### src/rtl/jt900h_prefetch.sv
// JT900H instruction prefetch queue: 16-bit bus fetches ahead of the PC into a
// byte FIFO, exposing the next four bytes to the decoder and owning the PC.
module jt900h_prefetch #(
    parameter int unsigned QBYTES = 8
) (
    input  logic        clk,
    input  logic        rst,
    input  logic        cen,
    input  logic        pc_ld,
    input  logic [23:0] pc_din,
    input  logic [2:0]  cons,
    output logic [23:0] pc,
    output logic [31:0] q_data,
    output logic [3:0]  q_cnt,
    output logic        q_under,
    output logic        bus_req,
    output logic [23:0] bus_addr,
    input  logic        bus_ack,
    input  logic [15:0] bus_din
);

    localparam int unsigned AW = $clog2(QBYTES);

    typedef enum logic [1:0] {IDLE, BUSY, DROP} state_t;

    state_t         state_q, state_d;
    logic [23:0]    pc_q, pc_d;
    logic [23:0]    fa_q, fa_d;
    logic [3:0]     cnt_q, cnt_d;
    logic [AW-1:0]  rd_q, rd_d;
    logic [AW-1:0]  wr_q, wr_d;
    logic [7:0]     mem_q [QBYTES];
    logic [7:0]     mem_d [QBYTES];
    logic           under_q, under_d;
    logic           req_q, req_d;
    logic [23:0]    addr_q, addr_d;

    logic           legal;
    logic [2:0]     pop;
    logic [1:0]     added;

    always_comb begin
        state_d = state_q;
        pc_d    = pc_q;
        fa_d    = fa_q;
        cnt_d   = cnt_q;
        rd_d    = rd_q;
        wr_d    = wr_q;
        mem_d   = mem_q;
        under_d = 1'b0;
        req_d   = req_q;
        addr_d  = addr_q;
        pop     = '0;
        added   = '0;
        legal   = (cons <= 3'd4) && ({1'b0, cons} <= cnt_q);

        if (pc_ld) begin
            // Flush wins over consume/enqueue; an in-flight read must still complete on the bus.
            pc_d  = pc_din;
            fa_d  = pc_din;
            cnt_d = '0;
            rd_d  = '0;
            wr_d  = '0;
            if (state_q != IDLE) begin
                if (bus_ack) begin
                    state_d = IDLE;
                    req_d   = 1'b0;
                end else begin
                    state_d = DROP;
                end
            end
        end else begin
            if (legal) begin
                pop  = cons;
                rd_d = rd_q + AW'(cons);
                pc_d = pc_q + 24'(cons);
            end else begin
                under_d = 1'b1;
            end

            case (state_q)
                IDLE: begin
                    if (32'(cnt_q) + 32'd2 <= QBYTES) begin
                        state_d = BUSY;
                        req_d   = 1'b1;
                        addr_d  = {fa_q[23:1], 1'b0};
                    end
                end
                BUSY: begin
                    if (bus_ack) begin
                        state_d = IDLE;
                        req_d   = 1'b0;
                        if (fa_q[0]) begin
                            mem_d[wr_q] = bus_din[15:8];
                            wr_d        = wr_q + AW'(1);
                            fa_d        = fa_q + 24'd1;
                            added       = 2'd1;
                        end else begin
                            mem_d[wr_q]          = bus_din[7:0];
                            mem_d[wr_q + AW'(1)] = bus_din[15:8];
                            wr_d                 = wr_q + AW'(2);
                            fa_d                 = fa_q + 24'd2;
                            added                = 2'd2;
                        end
                    end
                end
                DROP: begin
                    if (bus_ack) begin
                        state_d = IDLE;
                        req_d   = 1'b0;
                    end
                end
                default: state_d = IDLE;
            endcase

            cnt_d = cnt_q - 4'(pop) + 4'(added);
        end
    end

    always_ff @(posedge clk or posedge rst) begin
        if (rst) begin
            state_q <= IDLE;
            pc_q    <= '0;
            fa_q    <= '0;
            cnt_q   <= '0;
            rd_q    <= '0;
            wr_q    <= '0;
            for (int unsigned i = 0; i < QBYTES; i++) mem_q[i] <= '0;
            under_q <= 1'b0;
            req_q   <= 1'b0;
            addr_q  <= '0;
        end else if (cen) begin
            state_q <= state_d;
            pc_q    <= pc_d;
            fa_q    <= fa_d;
            cnt_q   <= cnt_d;
            rd_q    <= rd_d;
            wr_q    <= wr_d;
            mem_q   <= mem_d;
            under_q <= under_d;
            req_q   <= req_d;
            addr_q  <= addr_d;
        end
    end

    always_comb begin
        q_data = '0;
        for (int unsigned i = 0; i < 4; i++) begin
            if (i < 32'(cnt_q)) q_data[8*i +: 8] = mem_q[rd_q + AW'(i)];
        end
    end

    assign pc       = pc_q;
    assign q_cnt    = cnt_q;
    assign q_under  = under_q;
    assign bus_req  = req_q;
    assign bus_addr = addr_q;

endmodule

### config.mk
export PLATFORM = sky130hd
export DESIGN_NAME = jt900h_prefetch
export DESIGN_NICKNAME = d
export VERILOG_FILES = /design/src/rtl/jt900h_prefetch.sv
export SDC_FILE = /design/constraint.sdc
export NUM_CORES = 1
export LEC_CHECK = 0
export ABC_AREA = 0
export CORE_MARGIN = 1
export CORE_UTILIZATION = 35
export CTS_CLUSTER_DIAMETER = 30
export DETAILED_ROUTE_END_ITERATION = 12
export GPL_TIMING_DRIVEN = 0
export PLACE_DENSITY = 0.67
export SLEW_MARGIN = 40
export SYNTH_ARGS = -nofsm -noshare
export SYNTH_HDL_FRONTEND = slang
export SYNTH_SLANG_ARGS = --single-unit
### constraint.sdc
create_clock -name clk -period 6 [get_ports clk]
set_input_delay 1.8 -clock clk [delete_from_list [all_inputs] [get_ports clk]]
set_output_delay 1.8 -clock clk [all_outputs]
set_load 0.01 [all_outputs]
# --- Word-level counts from Yosys, hierarchy flattened ---
# Index checks and enable logic that the tools add are counted.
word_totals:
  mem_count: 0
  in_bits: 48
  latch_bits: 0
  word_cells: 128
  ff_bits: 149
  romBits: 0
  ramBits: 0
op_classes:
  addsub: 12
  reduce_logical: 16
  multipliers: 0
  muxes: 56
  n_bitwise: 7
  n_eq_ne: 5
  n_div: 0
  shift: 0
  magnitude_cmp: 15
op_table:
  columns: ["cell", "n"]
  rows:
  - ["$bwmux 64", 3]
  - ["$mux 24", 6]
  - ["$mux 8", 14]
  - ["$bmux 8 s3", 4]
  - ["$mux 64", 1]
  - ["$demux 8 s3", 2]
  - ["$add 24x1->24 const B", 1]
  - ["$add 24x2->24 const B", 1]
  - ["$add 24x3->24", 1]
  - ["$ge 4x4->1 const B", 6]
  - ["$mux 3", 8]
  - ["$not 3->4", 6]
  - ["$mux 2", 9]
  - ["$reduce_and 4->1", 4]
  - ["$add 3x2->3 const B", 3]
  - ["$lt 1x4->1 const A", 2]
  - ["$lt 2x4->1 const A", 2]
  - ["$lt 4x1->1 const B", 2]
  - ["$reduce_bool 2->1", 4]
  - ["$add 3x1->3 const B", 2]
  - ["$mux 1", 6]
  - ["$add 4x2->5 const B", 1]
  - ["$le 5x4->1 const B", 1]
  - ["$add 4x2->4", 1]
  - ["other kinds (19)", 21]

# --- Depth between registers and ports, before layout ---
depth:
  depth_word: 8
  ltp_mapped: 15
  mapped_depth_nobuf: 14

# --- Worst setup path before layout ---
# OpenSTA, ideal clock, no wires.
synth_path:
  kind: "in2reg"
  start: "in cons[0]"
  end: "reg cnt_q[3], in the netlist q_cnt[3]"
  setup_slack_ps: 1256
  arrival_time_ps: 4615
  path_stages: 15
  required_time_ps: 5871
  n_path_buf: 1
  path_cell_list: "inv_1 -> ha_1 -> nand2b_1 -> a2111oi_2 -> or2_2 -> clkbuf_1 -> nor2_1 -> fa_1 -> inv_1 -> ha_1 -> a21o_1 -> a21oi_1 -> xor2_1 -> mux2i_1 -> o2bb2ai_1"
synth_between:
  elab_chain_cells: 7
  word_cells_on_any_way: 8
  cone_classes: "2 x add/sub; 2 x order compare; 3 x mux; 1 x reduce/logical"
synth_rtl:
  columns: ["element", "line_no", "source"]
  rows:
  - ["start: declaration", "11", "input logic [2:0] cons,"]
  - ["$le 3x4->1 / $le 3x3->1 (equally long branches)", "55", "legal = (cons <= 3'd4) && ({1'b0, cons} <= cnt_q);"]
  - ["$logic_and 1x1->1", "55", null]
  - ["$mux 3 *", "73", "if (legal) begin"]
  - ["$mux 3 *", "57", "if (pc_ld) begin"]
  - ["$sub 4x3->4 *", "116", "cnt_d = cnt_q - 4'(pop) + 4'(added);"]
  - ["$add 4x2->4 *", "116", null]
  - ["$mux 4 *", "57", null]
  - ["end signal: assignment", "136", "cnt_q <= cnt_d;"]
  - ["end: declaration", "29", "logic [3:0] cnt_q, cnt_d;"]
# Every way passes the cells marked *; elsewhere a longest branch is shown, timed or not. The select of a mux whose other input is x is not followed.
# A chain may end at the register's enable or synchronous reset.

# --- Worst setup path in the final report ---
layout_path:
  start: "reg rd_q[1]"
  end: "out q_data[29]"
layout_between:
  elab_chain_cells: 6
layout_rtl:
  columns: ["element", "line_no", "source"]
  rows:
  - ["start: declaration", "30", "logic [AW-1:0] rd_q, rd_d;"]
  - ["start signal: assignment", "137", "rd_q <= rd_d;"]
  - ["$add 3x2->3", "149", "if (i < 32'(cnt_q)) q_data[8*i +: 8] = mem_q[rd_q + AW'(i)];"]
  - ["$not 3->4 (implied by the code)", "149", null]
  - ["$bmux 8 s3", "149", null]
  - ["$mux 8 (implied by the code) (2 in a row)", "149", null]
  - ["$mux 8", "149", null]
  - ["end: declaration", "13", "output logic [31:0] q_data,"]
# No other way between the ends. The select of a mux whose other input is x is not followed.

==> insert_results.sql <==
INSERT INTO impl_metrics (metric_group, metric, value, unit) VALUES
('timing', 'hold_slack', '0.502', 'ns'),
('cells_and_area', 'nFillCells', '2733', ''),
('timing', 'worst_max_slew_margin_expressed_relative_to_the_limit', '0.413', ''),
('critical_path', 'cp.arrival', '4.02', 'ns'),
('min_path', 'hp-class', 'reg2reg', ''),
('logic_synthesis', 'syn_area_per_cell', '10.0', 'um2'),
('clocking', 'clock_tree_from_tritoncts', 'yes', ''),
('critical_path', 'critical_path.slowest_cell', 'clkdlybuf4s50_1', ''),
('cells_and_area', 'finish.instance_area', '0.0125', 'mm2'),
('logic_synthesis', 'synth_nets', '1073', ''),
('logic_synthesis', 'netlist_instances', '999', ''),
('die', 'core_area', '0.0279', 'mm2'),
('logic_synthesis', 'synth-async-reset-ratio', '1.00', ''),
('die', 'ios', '134', ''),
('timing', 'maxSlewViolCount', '0', ''),
('critical_path', 'cp.required', '4.20', 'ns'),
('timing', 'skew', '0.0125', 'ns'),
('detailed_routing', 'post_dr_vias_cell', '6.18', ''),
('cells_and_area', 'num-nets-final', '1226', ''),
('logic_synthesis', 'synth-edff-count', '0', ''),
('cells_and_area', 'final_cell_mix', 'dfrtp_1 (149), clkdlybuf4s50_1 (131), nand2_1 (118)', ''),
('outcome', 'run_status', 'finished, final reports clean', ''),
('grt', 'grt_pass1_vias', '9073', ''),
('grt', 'grt_start_max_net_pins', '56', ''),
('pwr', 'leakage', '4.89', 'nW'),
('grt', 'groute.usage.overall', '0.244', ''),
('cells_and_area', 'syn2layout_area_growth', '24.6', '%'),
('die', 'die_y', '171', 'um'),
('pwr', 'cellPowerDensity', '408', 'mW/mm2'),
('cells_and_area', 'antenna-diode-count', '0', ''),
('detailed_routing', 'aggregate_routed_wire_length', '35200', 'um'),
('critical_path', 'worst_setup_path_end_kind', 'output port', ''),
('detailed_routing', 'detailedRoute.firstIterationViolations', '1324', ''),
('clocking', 'clock-sinks', '149', ''),
('logic_synthesis', 'count_of_warnings_emitted_by_yosys', '0', ''),
('clocking', 'cts-root-buf', 'clkbuf_16', ''),
('timing', 'grt_setup_unrepaired', 'false', ''),
('die', 'fp.dieW', '171', 'um'),
('clocking', 'clock_path_buffers', '2', ''),
('clocking', 'path_clk_slew', '0.07', 'ns'),
('detailed_routing', 'route.antenna.remaining_nets', '0', ''),
('logic_synthesis', 'yosys_most_used_dff', 'dfrtp_1', ''),
('detailed_routing', 'drc_errors', '0', ''),
('logic_synthesis', 'post_synth_instance_area', '0.0100', 'mm2'),
('grt', 'grt_overflow', '0', ''),
('logic_synthesis', 'yosys_register_bits', '149', ''),
('clocking', 'clk-insertion-delay-late', '0.44', 'ns'),
('timing', 'final.period_utilization', '0.969', ''),
('job', 'cap_viol_max_count', '0', ''),
('die', 'die_area', '0.0293', 'mm2'),
('place', 'dpl-instance-area', '0.0119', 'mm2'),
('cells_and_area', 'fin_util', '0.447', ''),
('critical_path', 'timing.setup.critical_path_class', 'reg2out', ''),
('detailed_routing', 'post_drt_wl_per_cell', '22.8', 'um'),
('cells_and_area', 'final_common_cell', 'dfrtp_1', ''),
('grt', 'antenna_found_initial', '1', ''),
('timing', 'final.min_clock_period', '5.82', 'ns'),
('logic_synthesis', 'yosys.cell_types.count', '71', ''),
('place', 'gp_congestion', '0.953', ''),
('timing', 'worstMarginPinSlew', '0.877', 'ns'),
('detailed_routing', 'num_vias', '9539', ''),
('die', 'start_util', '0.359', ''),
('clocking', 'tritoncts.num_buffers', '17', ''),
('place', 'post-dp-hpwl', '26100', 'um'),
('logic_synthesis', 'synth_sequential_area_ratio', '0.372', ''),
('clocking', 'cts_htree_levels', '4', ''),
('timing', 'finalSetupViolCount', '0', ''),
('clocking', 'ctsHoldBuffers', '0', ''),
('detailed_routing', 'detail_route.first_pass.iterations', '5', ''),
('critical_path', 'critical_path_peak_fanout', '10', ''),
('critical_path', 'critPathLaunchType', 'flip-flop', ''),
('place', 'place.port_buffers', '131', ''),
('cells_and_area', 'layout-drive-gt1-share', '0.163', ''),
('pwr', 'worst_ir_drop_vdd', '0.201', 'mV'),
('timing', 'hold_viol', '0', ''),
('grt', 'global_route_wire_length_before_repair', '53700', 'um'),
('die', 'row_count', '61', ''),
('timing', 'achievable-frequency', '172', 'MHz'),
('critical_path', 'crit_chain', 'clkbuf_2 -> clkinv_1 -> clkbuf_1 -> ha_1 -> xnor2_2 -> buf_2 -> mux4_2 -> a22o_1 -> clkdlybuf4s50_1', ''),
('critical_path', 'max_stage_delay', '0.48', 'ns');
metrics by stage:
| step | power (mW) | worst slack (ns) | cells | setup TNS, ns |
|---|---|---|---|---|
| floorplan | 2.97 | 0.192 | 999 | 0 |
| global placement | 3.90 | -2.10 | 1508 | -311.31 |
| detailed placement | 3.96 | 0.174 | 1511 | 0 |
| CTS | 5.07 | 0.172 | 1543 | 0 |
| global route | 5.36 | 0.0593 | 1543 | 0 |
| finish | 5.09 | 0.185 | 1543 | 0 |
area by class of cell:
cell class	count	area, um2	share of cell area
multi-input combinational	754	5920	0.474
sequential	149	3730	0.299
timing repair buffer	134	1370	0.110
tap	378	473	0.0379
clock buffer	17	425	0.0341
buffer	68	289	0.0232
clock inverter	15	161	0.0129
inverter	28	113	0.00902
state kept, by name, indices dropped and copies added (netlist names):
name	flops
bus_addr	23
bus_req	1
fa_q	24
mem_q	64
pc	24
q_cnt	4
q_under	1
rd_q	3
state_q	2
wr_q	3
final timing paths:
path	start	slack (ns)	cells past startpoint	end
worst max-delay path	rd_q[1]	0.18	9	q_data[29]
max in group asynchronous	rst	3.62	3	mem_q[28]
worst min-delay path	bus_addr[5]	0.50	2	bus_addr[5]
min in group asynchronous	rst	1.78	2	bus_addr[5]
worst max register to register	q_cnt[1]	2.00	15	q_cnt[3]
worst min register to register	bus_addr[5]	0.50	2	bus_addr[5]
worst max-delay path: cells and delay by family (launching register included):
| kind | cells | cell delay [ns] |
|---|---|---|
| AO/OA/AOI/OAI | 1 | 0.27 |
| buffers and inverters | 5 | 1.82 |
| flip-flops | 1 | 0.44 |
| multiplexers | 1 | 0.34 |
| adder cells (fa/ha/maj) | 1 | 0.32 |
| XOR/XNOR | 1 | 0.40 |
cell usage after synthesis (8+ instances only):
cell type  instances  area share
nand2_1          118       0.044
nor2b_1           11      0.0069
mux2i_1           12       0.012
a22oi_1           37       0.028
a21oi_1           52       0.026
buf_2             15      0.0075
mux2_2            59       0.066
clkbuf_1          40       0.015
nand3_1           30       0.015
a22o_1            24       0.021
nor3_1            11      0.0055
o22ai_1           42       0.026
nand4_1            8      0.0050
dfrtp_1          149        0.37
inv_1             26      0.0097
o21ai_0           86       0.043
buf_1             10      0.0037
nor2_1            38       0.014
a31oi_1            9      0.0056
nand2b_1          16       0.010
mux4_2            57        0.13
ha_1              22       0.027
and3_1             9      0.0056
routing by layer:
layer | GRT usage | wire [um] | vias up
met3 | 0.0502 | 3280 | 105
met4 | 0.129 | 1790 | 2
met1 | 0.324 | 14300 | 4687
li1 | - | - | 4131
met2 | 0.372 | 15700 | 614
met5 | 0 | 12 | -
repair_timing:
item	in CTS	in global routing
buffers inserted	0	0
resized for setup	2	1
setup endpoints to repair	8	1
cloned	0	0
kinds of logic after synthesis:
group,after synthesis,synth area share
DFF,149,0.372
other,1,0.000374
buffers and inverters,96,0.0390
muxes,130,0.209
adders and majority gates,26,0.0355
AOI/OAI and AO/OA,313,0.202
and+or+nand+nor,277,0.136
xor gates and xnor gates,7,0.00612
where the power goes:
part	switching (mW)	internal [mW]
Combinational	1.22	1.14
Sequential	0.358	1.28
Clock	0.506	0.592
Power figures use the tool's default switching activity.
==> edit: new RTL, same flow settings <==
Encoding of `state_t`: now one-hot (3 bits for 3 states).
--- a/src/rtl/jt900h_prefetch.sv
+++ b/src/rtl/jt900h_prefetch.sv
@@ -21,7 +21,7 @@
 
     localparam int unsigned AW = $clog2(QBYTES);
 
-    typedef enum logic [1:0] {IDLE, BUSY, DROP} state_t;
+    typedef enum logic [2:0] {IDLE = 3'b001, BUSY = 3'b010, DROP = 3'b100} state_t;
 
     state_t         state_q, state_d;
     logic [23:0]    pc_q, pc_d;
Behaviour: same outputs for any inputs over 4 cycles, from zero or initial values and one cycle with rst high; so few cycles prove little.
==> edit against the unedited design <==
  * Wire length rose by 5.7%
  * Fmax fell by 1.3%
  * Highest routed layer is now met4
  * Sequential share of layout area fell by 0.46 points
  * Sequential cell count rose by 1
  * Global-route usage rose by 0.25 points
  * Utilization fell by 0.33 points
  * Total power fell by 4.9%
  * Area after synthesis rose by 2.2%
  * Final area rose by 2.3%
  * Worst setup slack got worse by 0.079 ns
  * Hold slack improved by 0.0027 ns
  * Clock skew fell by 0.0044 ns
==> edit: results (changes against the unedited design) <==
share of layout cells above drive strength 1 0.182 (was 0.163); Gate Count Post-Synth 1006 (was 999); main area contributors after synthesis dfrtp_1 36%, mux4_2 14%, mux2_2 5.2% (was dfrtp_1 37%, mux4_2 13%, mux2_2 6.6%); Pwr per Cell Area 379 mW/mm² (was 408 mW/mm²); Synth async-reset ratio 1.00 (unchanged); hold endpoint bus_addr[21]$_DFFE_PP0P_ (was bus_addr[5]$_DFFE_PP0P_); GP Congestion 0.931 (was 0.953); DP Wirelength 26300 µm (was 26100 µm); Tot GR Track Use 0.246 (was 0.244); Critical Path AT 4.09 ns (was 4.02 ns); Worst R2R Start q_cnt[2]$_DFFE_PP0P_ (was q_cnt[1]$_DFFE_PP0P_); placed cell areas 0.0122 mm² (was 0.0119 mm²); outcome finished clean (unchanged); M1 WL 14300 µm (about the same); setup repair bufs after CTS 0 (unchanged); Seq pwr share 0.318 (was 0.321); met3 wire length 3880 µm (was 3280 µm); Slew headroom 0.412 (was 0.413); DR pass1 iterations 6 (was 5); max_cap viols 0 (unchanged); upper clock frequency limit 0.170 GHz (was 0.172 GHz); largest reg by FF count mem_q (unchanged); hold path startpoint bus_addr[21]$_DFFE_PP0P_ (was bus_addr[5]$_DFFE_PP0P_); number of global-route vias before repair 9464 (was 9073); NetSw 1.98 mW (was 2.08 mW); CP max FO 10 (unchanged); Post-synth top cells 149 x dfrtp_1, 122 x nand2_1, 75 x o21ai_0 (was 149 x dfrtp_1, 118 x nand2_1, 86 x o21ai_0); routed wire length 37200 µm (was 35200 µm); worst hold path class reg2reg (unchanged); setup TNS 0 ns (unchanged); sequential share of the synthesized area 0.367 (was 0.372); largest net degree at the start of global routing 55 (was 56); syn nets 1078 (was 1073); fin cells 1559 (was 1543); placed cell count 1528 (was 1511); met2 routed WL 17300 µm (was 15700 µm); initial antenna violation count 0 (was 1); final net count 1234 (was 1226); number of port buffers 131 (unchanged); post-CTS sizing 6 (was 2); fillcell total 2697 (was 2733); worst setup path end q_data[24] (was q_data[29]); Synth cell types 70 (was 71); power in the clock group 1.05 mW (was 1.10 mW); Max Clock Skew 0.00812 ns (was 0.0125 ns); max FFs per register 64 (unchanged); Leak 5.10 nW (was 4.89 nW); number of DRC markers in iteration 0 1377 (was 1324); global-route wire length before repair 56100 µm (was 53700 µm); warning count from the yosys run 0 (unchanged); Hold Path Depth 1 (was 2); vias per inst 6.23 (was 6.18); Post-Place Setup Slack -0.536 ns (was 0.174 ns); highest metal layer with signal wires met4 (was met5); R2R cell count 15 (unchanged); R2R setup slack 2.10 ns (was 2.00 ns); # diodes 0 (unchanged); Max VDD drop 0.000206 V (was 0.000201 V)
-- edit: cell count changes after synthesis, sizes merged, moves of 6 or more --
cell     unedited run  this run
a21oi              53        45
a22o               24         7
a2bb2oi             4        12
buf                28        34
clkbuf             40        30
mux2i              12        24
nand2             118       126
nand2b             16         6
nand3              33        21
nor2               40        57
nor3               11        20
o21ai              91        79
-- edit: logic make-up after synthesis --
kind of cell,count (synthesis),share of synthesized area
AOI/OAI and AO/OA,289,0.184
and+or+nand+nor,288,0.132
DFF,150,0.367
muxes,149,0.235
buffers and inverters,96,0.0420
adders and majority gates,24,0.0323
xor gates and xnor gates,9,0.00770
other,1,0.000366
-- edit: layout make-up --
cell class                      instances  area [µm²]  area share
Buffer                                 63         320      0.0251
Inverter                               32         129      0.0101
Timing Repair Buffer                  138        1400       0.110
Multi-Input combinational cell        760        6120       0.479
Sequential cell                       150        3750       0.294
Clock inverter                         15         134      0.0105
Clock buffer                           17         425      0.0333
Tap cell                              384         480      0.0376
-- edit: metal layers --
metal | track usage | vias to the layer above
met3 | 0.0493 | 123
met2 | 0.391 | 713
met1 | 0.321 | 4732
li1 | - | 4139
met5 | 0 | -
met4 | 0.122 | 0
-- edit: critical path, cell delays in order, from the launching register on --
cell and delay (ns):
dfrtp_1 0.41, clkbuf_2 0.31, clkbuf_2 0.36, clkinv_2 0.30
ha_1 0.33, xnor2_4 0.43, clkbuf_4 0.39, mux4_2 0.33
mux2i_1 0.21, nor2_1 0.06, clkdlybuf4s50_1 0.51
-- edit: metrics by stage --
stage	utilization	hold slack (ns)
finish	0.443	0.505
global route	0.443	0.532
CTS	0.443	0.509
detailed placement	0.423	0.491
global placement	0.418	0.481
floorplan	-	0.478
